`src/rtl/spi_pkg.sv`:
```
// Shared SPI slave definitions: FSM state encoding, frame phases and command codes
// used by the slave, the RAM and the top-level wrapper.
package spi_pkg;

  typedef enum logic [2:0] {
    IDLE      = 3'd0,
    CHK_CMD   = 3'd1,
    WRITE     = 3'd2,
    READ_ADD  = 3'd3,
    READ_DATA = 3'd4
  } state_t;

  // Sub-phase inside WRITE/READ_ADD/READ_DATA once the command bit is known
  typedef enum logic [1:0] {
    PH_SHIFT_IN  = 2'd0,
    PH_WAIT_TX   = 2'd1,
    PH_SHIFT_OUT = 2'd2,
    PH_HOLD      = 2'd3
  } phase_t;

  localparam logic [1:0] CMD_WR_ADDR = 2'b00;
  localparam logic [1:0] CMD_WR_DATA = 2'b01;
  localparam logic [1:0] CMD_RD_ADDR = 2'b10;
  localparam logic [1:0] CMD_RD_DATA = 2'b11;

endpackage

```
`src/rtl/spi_slave.sv`:
```
// SPI slave: deserialises command frames from MOSI into rx_data/rx_valid and,
// for read-data frames, serialises one byte from tx_data onto MISO.
module spi_slave
  import spi_pkg::*;
#(
  parameter int FRAME_W = 10,
  parameter int DATA_W  = 8
) (
  input  logic               clk,
  input  logic               rst_n,
  input  logic               SS_n,
  input  logic               MOSI,
  output logic               MISO,
  output logic [FRAME_W-1:0] rx_data,
  output logic               rx_valid,
  input  logic [DATA_W-1:0]  tx_data,
  input  logic               tx_valid
);

  state_t             state;
  phase_t             phase;
  logic [3:0]         bit_cnt;
  logic [FRAME_W-2:0] shreg;
  logic               rd_addr_seen;
  logic [DATA_W-1:0]  tx_byte;

  // MISO derives from flops only; reset clears phase so MISO drops asynchronously
  assign MISO = (phase == PH_SHIFT_OUT) ? tx_byte[DATA_W-1] : 1'b0;

  always_ff @(posedge clk or negedge rst_n) begin
    if (!rst_n) begin
      state        <= IDLE;
      phase        <= PH_SHIFT_IN;
      bit_cnt      <= '0;
      shreg        <= '0;
      rx_data      <= '0;
      rx_valid     <= 1'b0;
      rd_addr_seen <= 1'b0;
      tx_byte      <= '0;
    end else begin
      rx_valid <= 1'b0;
      if (state == IDLE) begin
        phase   <= PH_SHIFT_IN;
        bit_cnt <= '0;
        if (!SS_n) state <= CHK_CMD;
      end else if (SS_n) begin
        state   <= IDLE;
        phase   <= PH_SHIFT_IN;
        bit_cnt <= '0;
      end else if (state == CHK_CMD) begin
        shreg   <= {{(FRAME_W-2){1'b0}}, MOSI};
        bit_cnt <= 4'(FRAME_W-2);
        phase   <= PH_SHIFT_IN;
        if (!MOSI)             state <= WRITE;
        else if (rd_addr_seen) state <= READ_DATA;
        else                   state <= READ_ADD;
      end else begin
        case (phase)
          PH_SHIFT_IN: begin
            if (bit_cnt == '0) begin
              rx_data  <= {shreg, MOSI};
              rx_valid <= 1'b1;
              phase    <= (state == READ_DATA) ? PH_WAIT_TX : PH_HOLD;
              if (state == READ_ADD)  rd_addr_seen <= 1'b1;
              if (state == READ_DATA) rd_addr_seen <= 1'b0;
            end else begin
              shreg   <= {shreg[FRAME_W-3:0], MOSI};
              bit_cnt <= bit_cnt - 4'd1;
            end
          end
          PH_WAIT_TX: begin
            if (tx_valid) begin
              tx_byte <= tx_data;
              bit_cnt <= 4'(DATA_W-1);
              phase   <= PH_SHIFT_OUT;
            end
          end
          PH_SHIFT_OUT: begin
            tx_byte <= {tx_byte[DATA_W-2:0], 1'b0};
            if (bit_cnt == '0) phase <= PH_HOLD;
            else               bit_cnt <= bit_cnt - 4'd1;
          end
          default: ;
        endcase
      end
    end
  end

endmodule

```
`config.mk`:
```
export PLATFORM = sky130hd
export DESIGN_NAME = spi_slave
export DESIGN_NICKNAME = d
export VERILOG_FILES = /design/src/rtl/spi_pkg.sv /design/src/rtl/spi_slave.sv
export SDC_FILE = /design/constraint.sdc
export NUM_CORES = 1
export LEC_CHECK = 0
export ABC_AREA = 1
export ABC_CLOCK_PERIOD_IN_PS = 1900
export CORE_MARGIN = 8
export CORE_UTILIZATION = 54
export DETAILED_ROUTE_END_ITERATION = 7
export PLACE_DENSITY = 0.78
export SETUP_SLACK_MARGIN = 0.2
export SYNTH_ARGS = -nofsm -noshare
export SYNTH_HDL_FRONTEND = slang
export SYNTH_SLANG_ARGS = --single-unit
```
`constraint.sdc`:
```
create_clock -name clk -period 1.9 [get_ports clk]
set_input_delay 0.285 -clock clk [delete_from_list [all_inputs] [get_ports clk]]
set_output_delay 0.285 -clock clk [all_outputs]
set_load 0.02 [all_outputs]
```
== Word-level counts from Yosys, hierarchy flattened ==
Index checks and enable logic that the tools add are counted.
Widths: inputs -> output; s select.
Storage, ports and cells
  bits in writable memories: 0
  bits in read-only memories: 0
  latch bits: 0
  bits of input ports: 13
  word-level logic and storage cells: 74
  bits in registers: 38
  memories kept: 0
Operators by class
  shift-type cells: 0
  add/subtract/negate cells: 1
  $mul: 0
  multiplexer cells: 33
  magnitude comparators: 0
  div/mod/pow operators: 0
  bitwise operators: 3
  reductions and logical operators: 17
  equality and inequality tests: 12
Operator list (count)
  $mux 9: 3
  $mux 4: 5
  $mux 3: 6
  $pmux 8 s2: 1
  $ne 5x5->1 const B: 3
  $mux 2: 7
  $reduce_and 5->1: 2
  $mux 1: 8
  $mux 8: 1
  $pmux 4 s2: 1
  $reduce_and 4->1: 2
  $ne 2x2->1 const B: 3
  $pmux 2 s3: 1
  $reduce_and 6->1: 1
  $reduce_bool 2->1: 3
  $reduce_bool 6->1: 1
  $ne 5x2->1 const B: 1
  $reduce_bool 5->1: 1
  $logic_not 4->1: 1
  $sub 4x1->4 const B: 1
  $eq 3x1->1 const B: 1
  $eq 3x2->1 const B: 1
  $eq 3x3->1 const B: 1
  $logic_not 3->1: 1
  8 further kinds: 10

== Longest topological paths before layout ==
  depth after elaboration: 7
  mapped depth: 10

== Worst setup path after synthesis ==
OpenSTA, ideal clock, no wires.
  path type: register -> register
  start point: register phase[0]
  end point: register bit_cnt[3]
  required time: 1.783 ns
  arrival time: 1.370 ns
  clock period less this slack: 1.487 ns
  slack: 0.413 ns
  cell stages (with the launch flop): 10
  cell sequence: dfrtp_1 -> inv_1 -> ha_1 -> buf_4 -> nor2_4 -> a21oi_2 -> o21ai_1 -> nand2_1 -> nand2_1 -> nand2_1
On the way
  word-level cells in the longest chain between the ends: 6
RTL lines
  start, declared: RTL line spi_slave.sv:21  | phase_t phase;
  start signal, assigned: RTL line spi_slave.sv:63  | phase <= (state == READ_DATA) ? PH_WAIT_TX : PH_HOLD;
  $eq 2x2->1 / $logic_not 2->1 (equally long branches): RTL line spi_slave.sv:58  | case (phase)
  $reduce_or 2->1 (no line)
  $pmux 4 s2: RTL line spi_slave.sv:58
  $mux 4: RTL line spi_slave.sv:50  | end else if (state == CHK_CMD) begin
  $mux 4: RTL line spi_slave.sv:46  | end else if (SS_n) begin
  $mux 4: RTL line spi_slave.sv:42  | if (state == IDLE) begin
  end signal, assigned: RTL line spi_slave.sv:52  | bit_cnt <= 4'(FRAME_W-2);
  end signal, assigned: RTL line spi_slave.sv:68  | bit_cnt <= bit_cnt - 4'd1;
  end signal, assigned: RTL line spi_slave.sv:74  | bit_cnt <= 4'(DATA_W-1);
  end, declared: RTL line spi_slave.sv:22  | logic [3:0] bit_cnt;
Several ways; a longest one is shown, not always the timed one.
A chain may end at the register's enable or synchronous reset.

== Worst setup path in the final report ==
  start point: register rx_data[3]
  end point: output port rx_data[3]
RTL lines
  start, declared: RTL line spi_slave.sv:14  | output logic [FRAME_W-1:0] rx_data,
  start signal, assigned: RTL line spi_slave.sv:61  | rx_data <= {shreg, MOSI};
No word-level cell between the ends.

==> flow_summary.yaml <==
power:
  p_per_area_nw_per_um2: 1530
  p_leak_nw: 1.11
  p_clk_frac: 0.129
  p_sw_mw: 1.53
  p_comb_frac: 0.510
  switching_share: 0.441
  vdd_drop_max_uv: 876
  seq_power_share: 0.361
  intPower_mw: 1.94
worst_setup_path:
  cp_top_family: "buffers and inverters"
  cp-start-kind: "flop"
  crit_chain: "clkdlybuf4s50_1"
  slowest_stage: "clkdlybuf4s50_1"
  cp-end-kind: "primary output"
  cp_max_fo: 2
  max_stage_delay_ns: 0.61
  cp.required_ns: 1.62
  cp_num_buf_inv: 1
  criticalPathCategory: "reg -> out"
  reg2reg_slack_ns: 0.29
  worst_ep_arrival_time_ns: 1.35
clocking:
  cts_tree: "yes"
  cts_num_sinks: 38
  cts.path.max_buffers: 2
  h-tree-depth: 2
  cts_buffers: 5
  path_clk_slew_ns: 0.12
  clockRootBuffer: "clkbuf_4"
  clkLatencyLatePin_ns: 0.35
logic_synthesis:
  seq_area_frac_synth: 0.500
  synthCells: 209
  avgSynthCellArea_sq_um: 9.11
  synth.distinct_cells: 23
  ys_ff_latch: 38
  syn_nets: 226
  yosys_warnings: 0
  synth.cell_area_sq_um: 1900
floorplan:
  core_area_sq_um: 3360
  rows: 21
  die_h_um: 75.4
  start_util: 0.566
  dieWidth_um: 75.4
  io_pins: 25
  die-area_sq_um: 5680
sta:
  finalMaxSlewViolations: 0
  holdWs_ns: 0.490
  rsz0062_at_grt: "true"
  worst_pin_slew_ns: 0.452
  final-hold-violation-count: 0
  setup_viol: 0
  fin_worst_skew_ns: 0.0116
  timing.final.crit_period_ns: 1.63
  finalCritPeriodShare: 0.860
  setup-tns-final_ns: 0
  fmaxAchievable_ghz: 0.612
  relSlewSlack: 0.699
placed_design:
  port_buffers: 24
  hpwl_um: 2350
  place_congestion: 0.821
  place_inst: 278
grt:
  grt_use_met3: 0.0395
  grt_max_degree: 39
  grt_overflow: 0
  met2_usage: 0.203
  grt_first_pass_wirelength_um: 5540
  grtUsageTotal: 0.127
  antenna_found_initial: 0
  grt-busiest-layer: "met2"
  grt_pass1_vias: 1342
  grtUsageMet1: 0.154
detailed_routing:
  drt_pass1_iterations: 4
  finalWirelength_um: 3220
  wl_per_cell_um: 11.2
  antenna_left: 0
  first_iter_violations: 77
  avgViaCountPerCell: 4.94
  dr_total_vias: 1422
  drc: 0
cells_and_area:
  stdcell_count: 288
  nNetsFinal: 258
  n_antenna_cell: 0
  layout-drive-gt1-share: 0.207
  areaGrowthSynthToFinish_pct: 19.3
flow_run:
  cap_viol_max_count: 0
outcome:
  status: "complete, no violations"
worst_hold_path:
  hold_class: "in -> async"
[placed cells by master (no fill, tap or decap), types with 5 or more instances in the layout]
cell type	netlist	final
clkbuf_4	0	5
clkdlybuf4s50_1	0	21
dfrtp_1	38	38
inv_1	23	23
inv_2	5	5
mux2i_1	7	7
nand2_1	54	53
nand3_1	15	15
nor2_1	10	10
o21ai_0	6	6
o21ai_1	11	11
o21ai_2	17	17
[worst reg2reg max path, delay by kind of cell, from the launching register on]
family / cells / cell delay, ns
buffers and inverters: 2 / 0.28
AO/OA/AOI/OAI: 1 / 0.05
flip-flops: 1 / 0.41
adder cells (fa/ha/maj): 1 / 0.21
AND/OR/NAND/NOR: 4 / 0.57
[state kept, by name, summed over array words and instances, names as in the netlist]
register      count
rd_addr_seen      1
bit_cnt           4
rx_valid          1
tx_byte           8
phase             2
shreg             9
state             3
rx_data          10
[metrics by stage]
| step | power, mW | setup WS (ns) | area (sq um) | utilization |
|---|---|---|---|---|
| 2_1_floorplan | 2.61 | 0.413 | 1900 | - |
| 3_3_place_gp | 2.99 | 0.218 | 2190 | 0.650 |
| 6_report | 3.47 | 0.266 | 2270 | 0.675 |
| 5_1_grt | 3.77 | 0.184 | 2270 | 0.675 |
| 3_5_place_dp | 3.02 | 0.182 | 2190 | 0.650 |
| 4_1_cts | 3.49 | 0.252 | 2260 | 0.673 |
[layout make-up]
cell class / count / area (sq um)
Clock inverter: 2 / 12.5
Tap cell: 46 / 57.6
Fill cell: 314 / 1090
Timing Repair Buffer: 30 / 293
Multi-Input combinational cell: 137 / 795
Sequential cell: 38 / 951
Clock buffer: 6 / 51.3
Inverter: 29 / 110
[cells in the mapped netlist (all sizes together)]
cell | n | area, sq um
o21ai | 34 | 234
clkinv | 1 | 5.00
ha | 4 | 50.1
o21bai | 1 | 7.51
xor2 | 1 | 8.76
nand2 | 58 | 233
mux2i | 7 | 70.1
buf | 5 | 52.6
a21oi | 3 | 22.5
nand3 | 17 | 95.1
inv | 28 | 105
dfrtp | 38 | 951
nor2 | 12 | 68.8
[cell families after synthesis]
logic type      count (synthesis)  share of synthesized area
flops                          38                      0.500
fa+ha+maj                       4                     0.0263
mux                             7                     0.0368
simple gates                   87                      0.208
compound gates                 38                      0.139
xor+xnor                        1                    0.00460
buf+inv                        34                     0.0855
[per-layer routing]
metal	vias up	share of wire	routed length, um
met5	-	0	0
met4	0	0.018	57
met3	6	0.066	212
met2	38	0.45	1460
met1	652	0.46	1490
li1	726	-	-
[worst paths after layout]
path / start / end / cells after the start
max in group asynchronous: rst_n / phase[0] / 3
worst min-delay path: rst_n / shreg[8] / 3
min in group clk: rx_data[9] / rx_data[9] / 2
worst max register to register: bit_cnt[0] / rx_data[0] / 8
worst max-delay path: rx_data[3] / rx_data[3] / 1
worst min register to register: rx_data[9] / rx_data[9] / 2
[power groups by stage]
stage,registers [mW],clock network [mW],logic (mW)
after floorplan,1.31,0,1.30
after global placement,1.26,0,1.73
after detailed placement,1.27,0,1.75
after CTS,1.25,0.466,1.78
after global routing,1.29,0.503,1.98
final,1.25,0.446,1.77
[what timing repair did]
item                                   in CTS  in global routing
endpoints found under the hold margin      38                  0
setup endpoints to repair                   1                  4
gates resized for setup                     5                  2
setup buffers                               1                  0
hold buffers                                1                  0
Power figures use the tool's default switching activity.
